$ cat src/rtl/key_pkg.sv
// Shared types, key-code constants and the button-to-code priority mapping
// used by the key scanner.
package key_pkg;

   typedef enum logic [1:0] {
      ST_IDLE,
      ST_DEBOUNCE,
      ST_PRESSED,
      ST_RELEASE
   } state_e;

   localparam logic [2:0] KEY_CODE_NONE = 3'd0;
   localparam logic [2:0] KEY_CODE_1    = 3'd1;
   localparam logic [2:0] KEY_CODE_2    = 3'd2;
   localparam logic [2:0] KEY_CODE_3    = 3'd3;
   localparam logic [2:0] KEY_CODE_4    = 3'd4;
   localparam logic [2:0] KEY_CODE_5    = 3'd5;

   // Lowest code wins when several buttons are down.
   function automatic logic [2:0] key_arb(input logic [4:0] k);
      if      (k[4]) return KEY_CODE_1;
      else if (k[3]) return KEY_CODE_2;
      else if (k[1]) return KEY_CODE_3;
      else if (k[0]) return KEY_CODE_4;
      else if (k[2]) return KEY_CODE_5;
      else           return KEY_CODE_NONE;
   endfunction

   function automatic logic [4:0] code_mask(input logic [2:0] c);
      case (c)
         KEY_CODE_1: return 5'b10000;
         KEY_CODE_2: return 5'b01000;
         KEY_CODE_3: return 5'b00010;
         KEY_CODE_4: return 5'b00001;
         KEY_CODE_5: return 5'b00100;
         default:    return 5'b00000;
      endcase
   endfunction

endpackage

$ cat src/rtl/key_sync.sv
// Two-flop synchronizer bringing the raw push-button lines into the clk domain.
module key_sync (
   input  logic       clk,
   input  logic       rst_n,
   input  logic [4:0] key_in,
   output logic [4:0] key_sync
);

   logic [4:0] meta_q, meta_d;
   logic [4:0] sync_q, sync_d;

   always_comb begin
      meta_d = key_in;
      sync_d = meta_q;
   end

   always_ff @(posedge clk or negedge rst_n) begin
      if (!rst_n) begin
         meta_q <= '0;
         sync_q <= '0;
      end else begin
         meta_q <= meta_d;
         sync_q <= sync_d;
      end
   end

   assign key_sync = sync_q;

endmodule

$ cat src/rtl/key_scan_ctrl.sv
// Debounced 5-button scanner: arbitrates, debounces press and release, emits
// a one-cycle key_valid per press. Define KEY_SCAN_AUTO_REPEAT_EN for auto-repeat.
module key_scan_ctrl
   import key_pkg::*;
#(
   parameter int DEBOUNCE_CYCLES = 100000,
   parameter int REPEAT_CYCLES   = 25000000
) (
   input  logic       clk,
   input  logic       rst_n,
   input  logic [4:0] key,
   output logic [2:0] key_out,
   output logic       key_valid,
   output logic       busy
);

   localparam int MAX_CYC = (DEBOUNCE_CYCLES > REPEAT_CYCLES) ? DEBOUNCE_CYCLES : REPEAT_CYCLES;
   localparam int CNT_W   = (MAX_CYC > 1) ? $clog2(MAX_CYC) : 1;
   localparam logic [CNT_W-1:0] DEB_TC = CNT_W'(DEBOUNCE_CYCLES - 1);

   logic [4:0] key_s;
   logic [2:0] code;

   state_e           state_q, state_d;
   logic [2:0]       cand_q, cand_d;
   logic [CNT_W-1:0] cnt_q, cnt_d;
   logic [2:0]       key_out_q, key_out_d;
   logic             key_valid_q, key_valid_d;

   key_sync u_sync (
      .clk      (clk),
      .rst_n    (rst_n),
      .key_in   (key),
      .key_sync (key_s)
   );

   assign code = key_arb(key_s);

`ifdef KEY_SCAN_AUTO_REPEAT_EN
   localparam logic [CNT_W-1:0] REP_TC = CNT_W'(REPEAT_CYCLES - 1);
   logic [CNT_W-1:0] rep_cnt_q, rep_cnt_d;
`endif

   always_comb begin
      state_d     = state_q;
      cand_d      = cand_q;
      cnt_d       = cnt_q;
      key_out_d   = key_out_q;
      key_valid_d = 1'b0;
`ifdef KEY_SCAN_AUTO_REPEAT_EN
      rep_cnt_d   = rep_cnt_q;
`endif
      case (state_q)
         ST_IDLE: begin
            key_out_d = KEY_CODE_NONE;
            if (code != KEY_CODE_NONE) begin
               cand_d  = code;
               cnt_d   = '0;
               state_d = ST_DEBOUNCE;
            end
         end
         ST_DEBOUNCE: begin
            if (code != cand_q) begin
               state_d = ST_IDLE;
            end else if (cnt_q == DEB_TC) begin
               key_out_d   = cand_q;
               key_valid_d = 1'b1;
               state_d     = ST_PRESSED;
`ifdef KEY_SCAN_AUTO_REPEAT_EN
               rep_cnt_d   = '0;
`endif
            end else begin
               cnt_d = cnt_q + 1'b1;
            end
         end
         ST_PRESSED: begin
            // Only the captured button matters here; others are ignored.
            if ((key_s & code_mask(key_out_q)) == 5'b0) begin
               cnt_d   = '0;
               state_d = ST_RELEASE;
            end
`ifdef KEY_SCAN_AUTO_REPEAT_EN
            else if (rep_cnt_q == REP_TC) begin
               key_valid_d = 1'b1;
               rep_cnt_d   = '0;
            end else begin
               rep_cnt_d = rep_cnt_q + 1'b1;
            end
`endif
         end
         ST_RELEASE: begin
            if (key_s != 5'b0) begin
               cnt_d = '0;
            end else if (cnt_q == DEB_TC) begin
               key_out_d = KEY_CODE_NONE;
               state_d   = ST_IDLE;
            end else begin
               cnt_d = cnt_q + 1'b1;
            end
         end
         default: state_d = ST_IDLE;
      endcase
   end

   always_ff @(posedge clk or negedge rst_n) begin
      if (!rst_n) begin
         state_q     <= ST_IDLE;
         cand_q      <= KEY_CODE_NONE;
         cnt_q       <= '0;
         key_out_q   <= KEY_CODE_NONE;
         key_valid_q <= 1'b0;
      end else begin
         state_q     <= state_d;
         cand_q      <= cand_d;
         cnt_q       <= cnt_d;
         key_out_q   <= key_out_d;
         key_valid_q <= key_valid_d;
      end
   end

`ifdef KEY_SCAN_AUTO_REPEAT_EN
   always_ff @(posedge clk or negedge rst_n) begin
      if (!rst_n) rep_cnt_q <= '0;
      else        rep_cnt_q <= rep_cnt_d;
   end
`endif

   assign key_out   = key_out_q;
   assign key_valid = key_valid_q;
   assign busy      = (state_q != ST_IDLE);

endmodule
$ cat config.mk
export PLATFORM = sky130hd
export DESIGN_NAME = key_scan_ctrl
export DESIGN_NICKNAME = d
export VERILOG_FILES = /design/src/rtl/key_pkg.sv /design/src/rtl/key_sync.sv /design/src/rtl/key_scan_ctrl.sv
export SDC_FILE = /design/constraint.sdc
export NUM_CORES = 1
export LEC_CHECK = 0
export CAP_MARGIN = 20
export CORE_ASPECT_RATIO = 1.5
export CORE_UTILIZATION = 59
export DETAILED_ROUTE_END_ITERATION = 6
export PLACE_DENSITY = 0.83
export SLEW_MARGIN = 40
export SYNTH_ARGS = -nofsm -noshare
export SYNTH_HDL_FRONTEND = slang
export SYNTH_HIERARCHICAL = 1
export SYNTH_SLANG_ARGS = --single-unit
$ cat constraint.sdc
create_clock -name clk -period 2.8 [get_ports clk]
set_input_delay 0.7 -clock clk [delete_from_list [all_inputs] [get_ports clk]]
set_output_delay 0.7 -clock clk [all_outputs]
set_load 0.01 [all_outputs]
; Word level (Yosys, flattened, before mapping)
; Index checks and enable logic that the tools add are counted.
[totals]
ff_bits = 44
in_bits = 7
out_inout_bits = 5
word_cells = 64
[classes]
addsub = 1
eq_ne = 17
n_mux = 28
bitwise = 1
n_reduce_logical = 10
[op_table]
columns = operator, n
row1 = two-way mux 25 bit, 5
row2 = case mux 25 bit (4 select lines), 1
row3 = two-way mux 3 bit, 9
row4 = "adder 25 x 1 -> 25 bit, second input constant", 1
row5 = "equality test 25 x 17 -> 1 bit, second input constant", 1
row6 = case mux 5 bit (5 select lines), 1
row7 = two-way mux 2 bit, 6
row8 = "inequality test 2 bit, second input constant", 6
row9 = AND reduction 5 bit, 2
row10 = case mux 3 bit (3 select lines), 1
row11 = case mux 2 bit (4 select lines), 1
row12 = "equality test 3 x 2 -> 1 bit, second input constant", 2
row13 = "equality test 3 bit, second input constant", 2
row14 = nonzero test 3 bit, 2
row15 = bitwise AND 5 bit, 1
row16 = logical NOT 5 bit, 1
row17 = two-way mux 5 bit, 1
row18 = nonzero test 5 bit, 1
row19 = "equality test 2 bit, second input constant", 2
row20 = "equality test 3 x 1 -> 1 bit, second input constant", 1
row21 = two-way mux 1 bit, 3
row22 = inequality test 3 bit, 1
row23 = "inequality test 3 bit, second input constant", 1
row24 = AND reduction 3 bit, 1
row25 = other kinds (4), 4

; Logic depth before layout (Yosys ltp)
; Gate-level depths: netlist of the first run.
[logic_depth]
ltp_word = 8
mapped_depth = 9
ltp_nobuf = 7

; Cells and area by module
; Netlist of the first run, hierarchy kept.
[modules_own_cells]
columns = mod, n_inst, cells_per_inst, area_each_um2, seq_area_each_um2
row1 = key_scan_ctrl, 1, 250, 2138.3, 850.8
row2 = key_sync, 1, 10, 250.2, 250.2

; Least setup slack after synthesis of the first run
; No wires, ideal clock.
[synth_timing]
path_type = reg-to-reg
from = register u_sync.sync_q[4] (netlist: u_sync/key_sync[4])
to = register cnt_q[6]
setup_time_ns = 0.078
arrival_time_ns = 2.329
t_required_ns = 2.722
path_slack_ns = 0.393
path_stages_with_launch = 8
path_buffers = 2
period_less_slack_ns = 2.407
path_cell_list = dfrtp_1 > buf_2 > or4b_1 > a32o_2 > a211o_1 > buf_2 > or4_1 > a21oi_1
[synth_via]
elab_chain_len = 4
elab_cells_between_ends = 12
cone_classes = eq/ne (4) / mux (3) / bitwise (1) / reduce/logical (4)
[synth_rtl]
columns = item, line
row1 = start: declaration, key_sync.sv:10  ; logic [4:0] sync_q, sync_d;
row2 = start signal: assignment, key_sync.sv:23  ; sync_q <= sync_d;
row3 = two-way mux 3 bit / bitwise AND 5 bit (equally long branches), "key_pkg.sv:21, key_scan_ctrl.sv:78"
row4 = inequality test 3 bit (tied with other cells), key_scan_ctrl.sv:63  ; if (code != cand_q) begin
row5 = inequality test 2 bit (no source line), -
row6 = AND reduction 3 bit (no source line), -
row7 = end signal: assignment, key_scan_ctrl.sv:115  ; cnt_q <= cnt_d;
row8 = end: declaration, key_scan_ctrl.sv:26  ; logic [CNT_W-1:0] cnt_q, cnt_d;
; Parallel ways exist; a longest one is shown, timed or not.
; A chain may end at the register's enable or synchronous reset.

; Worst setup path after layout of the first run
[layout_timing]
from = register u_sync.sync_q[2] (netlist: u_sync/key_sync[2])
to = register cnt_q[20]
[layout_via]
elab_chain_len = 8
elab_cells_between_ends = 16
cone_classes = eq/ne (4) / mux (7) / bitwise (1) / reduce/logical (4)
[layout_rtl]
columns = item, line
row1 = two-way mux 3 bit, key_pkg.sv:25  ; else if (k[2]) return KEY_CODE_5;
row2 = two-way mux 3 bit, key_pkg.sv:24  ; else if (k[0]) return KEY_CODE_4;
row3 = two-way mux 3 bit, key_pkg.sv:23  ; else if (k[1]) return KEY_CODE_3;
row4 = two-way mux 3 bit, key_pkg.sv:22  ; else if (k[3]) return KEY_CODE_2;
row5 = two-way mux 3 bit, key_pkg.sv:21  ; if (k[4]) return KEY_CODE_1;
row6 = inequality test 3 bit / nonzero test 3 bit (equally long branches), "key_scan_ctrl.sv:63, key_scan_ctrl.sv:56"
row7 = inequality test 2 bit (no source line), -
row8 = AND reduction 3 bit (no source line), -
; Parallel ways exist; a longest one is shown, timed or not.

==> results of run 1 <==
==> critical path: stages (launching register included) <==
cell and delay [ns]:
dfrtp_1 0.41, nor3b_1 0.17, or4_1 0.48, a32o_2 0.26, a211o_1 0.44, buf_4 0.22, or3_1 0.34, a21oi_1 0.15
==> area by class of cell <==
cell class                      count  area [um^2]
Clock inverter                      3         90.1
Clock buffer                        5         68.8
Inverter                            8         30.0
Fill cell                         316         1220
Tap cell                           45         56.3
Sequential cell                    44         1100
Multi-Input combinational cell    192         1190
Timing Repair Buffer               18          158
==> per-layer routing <==
layer / global-route usage / wire length, um / vias to the layer above
li1: - / - / 984
met1: 0.320 / 2130 / 979
met2: 0.532 / 3050 / 50
met3: 0.0495 / 185 / 12
met4: 0.121 / 114 / 0
met5: 0 / 0 / -
==> cells by family (layout without fill, tap and decap cells) <==
kind of cell / after synthesis / after routing / synth area share
AOI/OAI and AO/OA: 59 / 59 / 0.167
adders and majority gates: 5 / 5 / 0.0262
DFF: 44 / 44 / 0.461
buffers and inverters: 24 / 34 / 0.0388
and+or+nand+nor: 115 / 115 / 0.260
xor gates and xnor gates: 13 / 13 / 0.0477
==> placed cells by master (no fill, tap or decap), types with 2 or more instances in the layout <==
cell and n:
a2111oi_0 8, a211oi_1 5, a21o_1 3, a21oi_1 15
and2_1 2, and3_1 4, and4_1 2, buf_4 7
bufinv_16 3, clkbuf_8 5, clkdlybuf4s50_1 10, dfrtp_1 44
ha_1 5, inv_1 8, nand2_1 18, nand2b_1 2
nand3_1 9, nand4_1 12, nand4b_1 3, nor2_1 25
nor2b_1 6, nor3_1 6, nor4_1 9, nor4b_1 2
o21ai_0 12, o31ai_1 5, or3_1 7, or4_1 4
xnor2_1 13
==> path summary, 6_finish.rpt <==
kind / depth (start not counted) / start / to / slack [ns]
setup reg to reg: 7 / u_sync/key_sync[2]$_DFF_PN0_ / cnt_q[20]$_DFFE_PN0P_ / 0.27
setup / recovery: 7 / u_sync/key_sync[2]$_DFF_PN0_ / cnt_q[20]$_DFFE_PN0P_ / 0.27
min in group clk: 0 / u_sync/meta_q[1]$_DFF_PN0_ / u_sync/key_sync[1]$_DFF_PN0_ / 0.35
hold reg to reg: 0 / u_sync/meta_q[1]$_DFF_PN0_ / u_sync/key_sync[1]$_DFF_PN0_ / 0.35
max in group asynchronous: 2 / rst_n / state_q[0]$_DFFE_PN0P_ / 1.80
hold / removal: 1 / rst_n / cand_q[1]$_DFFE_PN0P_ / 0.31
==> per-stage QoR <==
step | total power [mW] | worst slack, ns | utilization | hold slack (ns)
after CTS | 1.93 | 0.283 | 0.688 | 0.317
after global placement | 1.24 | 0.346 | 0.647 | 0.333
after detailed placement | 1.25 | 0.317 | 0.647 | 0.336
after global routing | 2.01 | 0.147 | 0.688 | 0.341
final | 1.92 | 0.272 | 0.688 | 0.312
after floorplan | 1.08 | 0.393 | - | 0.331
==> synthesized netlist by cell type, types with 2 or more instances <==
| cell | instances |
|---|---|
| a211oi_1 | 5 |
| buf_2 | 2 |
| dfrtp_1 | 44 |
| nor3_1 | 6 |
| o31ai_1 | 5 |
| o21ai_0 | 12 |
| nand3_1 | 9 |
| nor2_1 | 25 |
| nand2_1 | 18 |
| nor4b_1 | 2 |
| nor2b_1 | 6 |
| or4_1 | 4 |
| nor4_1 | 9 |
| xnor2_1 | 13 |
| inv_1 | 8 |
| a2111oi_0 | 8 |
| and4_1 | 2 |
| and3_1 | 4 |
| a21oi_1 | 15 |
| and2_1 | 2 |
| or3_1 | 7 |
| ha_1 | 5 |
| clkbuf_1 | 13 |
| nand2b_1 | 2 |
| nand4_1 | 12 |
| a21o_1 | 3 |
| nand4b_1 | 3 |
==> state kept, by name (all words and copies together), names as in the netlist, named ones only <==
name and count:
key_valid 1, key_out 3, u_sync/meta_q 5, state_q 1, cnt_q 25, cand_q 3, u_sync/key_sync 5
==> where the power goes <==
| group | leakage [nW] | switching (mW) | total (mW) | internal, mW |
|---|---|---|---|---|
| clock | 0.0784 | 0.226 | 0.672 | 0.446 |
| combinational | 0.403 | 0.322 | 0.504 | 0.182 |
| sequential | 0.582 | 0.0630 | 0.745 | 0.682 |
| total | 1.06 | 0.611 | 1.92 | 1.31 |
==> impl_metrics.yaml, run 1 <==
run_status:
  status: "finished, final reports clean"
cts:
  post-cts-setup-buffer-count: 0
  cts_htree_levels: 2
  clkSinkCount: 44
  clock_path_buffers: 2
  clockRootBuffer: "clkbuf_8"
  cts_hold_buffers: 0
  cts_buffers: 5
  cts.clk_slew.worst_paths_ns: 0.08
  postCtsResizedCells: 0
  insertion_delay_ns: 0.30
  cts_tree: "yes"
placed_design:
  placed_cell_area_um2: 2540
  io_buffers: 11
  gp_congestion: 0.891
  dp_hpwl_mm: 4.03
  place_inst: 307
timing:
  period_share: 0.903
  rsz0062_at_grt: "false"
  timing.final.crit_period_ns: 2.53
  setup_violations: 0
  max_clock_freq_ghz: 0.396
  finalClockSkew_ns: 0.00387
  slew_violations: 0
  worst_slew_margin_rel: 0.528
  tightestPinTransition_ns: 0.703
  finalHoldViolCount: 0
  finalSetupTns_ns: 0
floorplan:
  initial_utilization: 0.609
  die_width_um: 54.0
  die_area_um2: 4310
  coreArea_um2: 3920
  core.rowCount: 28
  ios: 12
  die_y_um: 79.9
min_path:
  hold_path.class: "in2async"
logic_synthesis:
  async_flop_share: 1.00
  ys_seq_area_frac: 0.461
  synth.net_count: 272
  netlist_area_um2: 2390
  yosys.area.top_type: "dfrtp_1"
  synthFlopType: "dfrtp_1"
  postSynthAreaPerCell_um2: 9.19
  yosys_warnings: 6
  synthCells: 260
  yosys-top-cells-area: "dfrtp_1, xnor2_1, nor2_1"
  ys_seq_elements: 44
  ys_types: 43
  synth_top_area_frac: 0.461
  synth_edf_count: 0
critical_path:
  required_ns: 3.03
  critical_path_class: "reg2reg"
  crit_path_start_kind: "flop"
  crit_fanout: 14
  endpoint_kind: "flop"
  cp_data_arrival_time_ns: 2.76
finish:
  design_area_um2: 2700
  n_antenna_cell: 0
  drive_above_1_share: 0.0704
  area_growth_pct: 13.0
  layout.cells.non_filler: 315
  nets: 281
detailed_routing:
  ant_nets: 0
  routed-via-count: 2025
  drt-total-wl_mm: 5.48
  dr.pass1.iters: 4
  drc: 0
  drtIter0Drc: 81
  wl_per_cell_um: 17.4
  viasPerCell: 6.43
global_routing:
  antenna_found_initial: 0
  grt_pass1_vias: 1972
  grt-ovfl-total: 0
  grt_pass1_wl_mm: 9.02
  track_usage: 0.294
  grt_max_degree: 27
power:
  leakagePower_nw: 1.06
  pwr_density_cell_nw_per_um2: 712
  ir_drop_mv: 0.608
flow_run:
  maxCapViolations: 0
Power figures use the tool's default switching activity.
==> run 2: changes to the inputs <==
Settings changed: CORE_UTILIZATION 59 to 60, DONT_BUFFER_PORTS set to 1, GPL_TIMING_DRIVEN set to 0, PLACE_DENSITY 0.83 to 0.81.
==> run 2 against run 1 <==
Total power shrank 11%. Flip-flop and latch count is the same. Hold slack lost 0.23 ns. Clock power fell by 26%. Count of clock-buffer cells in the layout is the same. Cell count is 1.3% lower. Highest routed layer unchanged.
==> impl_metrics.yaml, run 2 (synthesis gave the netlist of run 1 again) <==
run_status:
  status: "finished, final reports clean"
floorplan:
  initial_utilization: 0.637
  coreArea_um2: 3750
  ios: 12
  die_width_um: 53.5
  core.rowCount: 27
  die_area_um2: 4240
  die_y_um: 79.3
power:
  pwr_density_cell_nw_per_um2: 667
  leakagePower_nw: 0.996
  ir_drop_mv: 0.559
  finalPower_mw: 1.71
detailed_routing:
  drc: 0
  viasPerCell: 6.51
  wl_per_cell_um: 17.0
  ant_nets: 0
  drtIter0Drc: 88
  routed-via-count: 2026
  drt-total-wl_mm: 5.28
  dr.pass1.iters: 4
cts:
  cts_tree: "yes"
  post-cts-setup-buffer-count: 0
  cts_htree_levels: 2
  cts_hold_buffers: 0
  cts.clk_slew.worst_paths_ns: 0.09
  clkSinkCount: 44
  insertion_delay_ns: 0.30
  clockRootBuffer: "clkbuf_8"
  clock_path_buffers: 2
  postCtsResizedCells: 0
  cts_buffers: 5
global_routing:
  grt_pass1_wl_mm: 8.43
  grt_max_degree: 45
  grt_pass1_vias: 1911
  antenna_found_initial: 0
  grt-ovfl-total: 0
  track_usage: 0.277
critical_path:
  crit_family: "compound AO/OA/AOI/OAI gates"
  endpoint_kind: "flop"
  cp_data_arrival_time_ns: 2.86
  required_ns: 3.03
  cp_slowest_stage_delay_ns: 0.58
  critical_path_class: "reg2reg"
  path_buf_inv: 1
  crit_fanout: 10
  crit_path_start_kind: "flop"
  cp_slowest_cell: "a211oi_1"
  path_cells: "nor3b_1 > or4_1 > a32o_2 > clkbuf_1 > a211oi_1 > nand4b_1 > a21oi_1"
finish:
  largest_reg_flops: 25
  nets: 279
  n_antenna_cell: 0
  mostFrequentLayoutCells: "dfrtp_1, nor2_1, nand2_1"
  final_common_cell: "dfrtp_1"
  drive_above_1_share: 0.0522
  area_growth_pct: 7.23
  largest_register: "cnt_q"
timing:
  period_share: 0.941
  max_clock_freq_ghz: 0.380
  tightestPinTransition_ns: 0.609
  finalClockSkew_ns: 0.00410
  finalSetupTns_ns: 0
  timing.final.crit_period_ns: 2.63
  slew_violations: 0
  setup_ws_ns: 0.166
  finalHoldViolCount: 0
  rsz0062_at_grt: "false"
  worst_slew_margin_rel: 0.591
  setup_violations: 0
min_path:
  hold_path.class: "in2async"
placed_design:
  dp_hpwl_mm: 3.86
  io_buffers: 0
  pre_cts_slack_ns: 0.193
  gp_congestion: 0.873
flow_run:
  maxCapViolations: 0
## run 2: changes by cell type in the layout (fill, tap and decap cells not counted), sizes merged
| cell | delta |
|---|---|
| clkinv | +2 |
| clkdlybuf4s50 | -10 |
| clkbuf | +13 |
| buf | -5 |
| bufinv | -2 |
## run 2: cell type report
cell class,count,area (um^2)
multi-input cells,192,1200
fillers,306,1190
flip-flops and latches,44,1100
clock buffers,5,68.8
plain buffers,16,63.8
well taps,43,53.8
clock inverters,3,47.5
inverters,8,30.0
## run 2: path summary, 6_finish.rpt
check | startpoint | endpoint | slack (ns) | cells after the start
setup / recovery | u_sync/key_sync[2]$_DFF_PN0_ | cnt_q[22]$_DFFE_PN0P_ | 0.17 | 7
hold / removal | rst_n | cnt_q[18]$_DFFE_PN0P_ | 0.08 | 0
setup reg to reg | u_sync/key_sync[2]$_DFF_PN0_ | cnt_q[22]$_DFFE_PN0P_ | 0.17 | 7
hold reg to reg | u_sync/meta_q[0]$_DFF_PN0_ | u_sync/key_sync[0]$_DFF_PN0_ | 0.35 | 0
max in group asynchronous | rst_n | key_out[2]$_DFFE_PN0P_ | 2.63 | 0
min in group clk | u_sync/meta_q[0]$_DFF_PN0_ | u_sync/key_sync[0]$_DFF_PN0_ | 0.35 | 0
## run 2: per-layer routing
layer / wire [um] / global-route usage / up-vias
met5: 0 / 0 / -
met4: 181 / 0.129 / 0
met3: 176 / 0.0594 / 18
met2: 2860 / 0.506 / 41
met1: 2070 / 0.282 / 990
li1: - / - / 977
## run 2: through the flow
| step | hold WS, ns | area, um^2 | instances | util |
|---|---|---|---|---|
| after floorplan | 0.331 | 2390 | 260 | - |
| after global placement | 0.333 | 2440 | 303 | 0.651 |
| after detailed placement | 0.336 | 2440 | 303 | 0.651 |
| after CTS | 0.0796 | 2560 | 311 | 0.682 |
| after global routing | 0.0617 | 2560 | 311 | 0.683 |
| final | 0.0829 | 2560 | 311 | 0.683 |
## run 2: power breakdown
group	switching [mW]	internal (mW)
Combinational	0.326	0.150
Clock	0.227	0.269
Sequential	0.0534	0.683
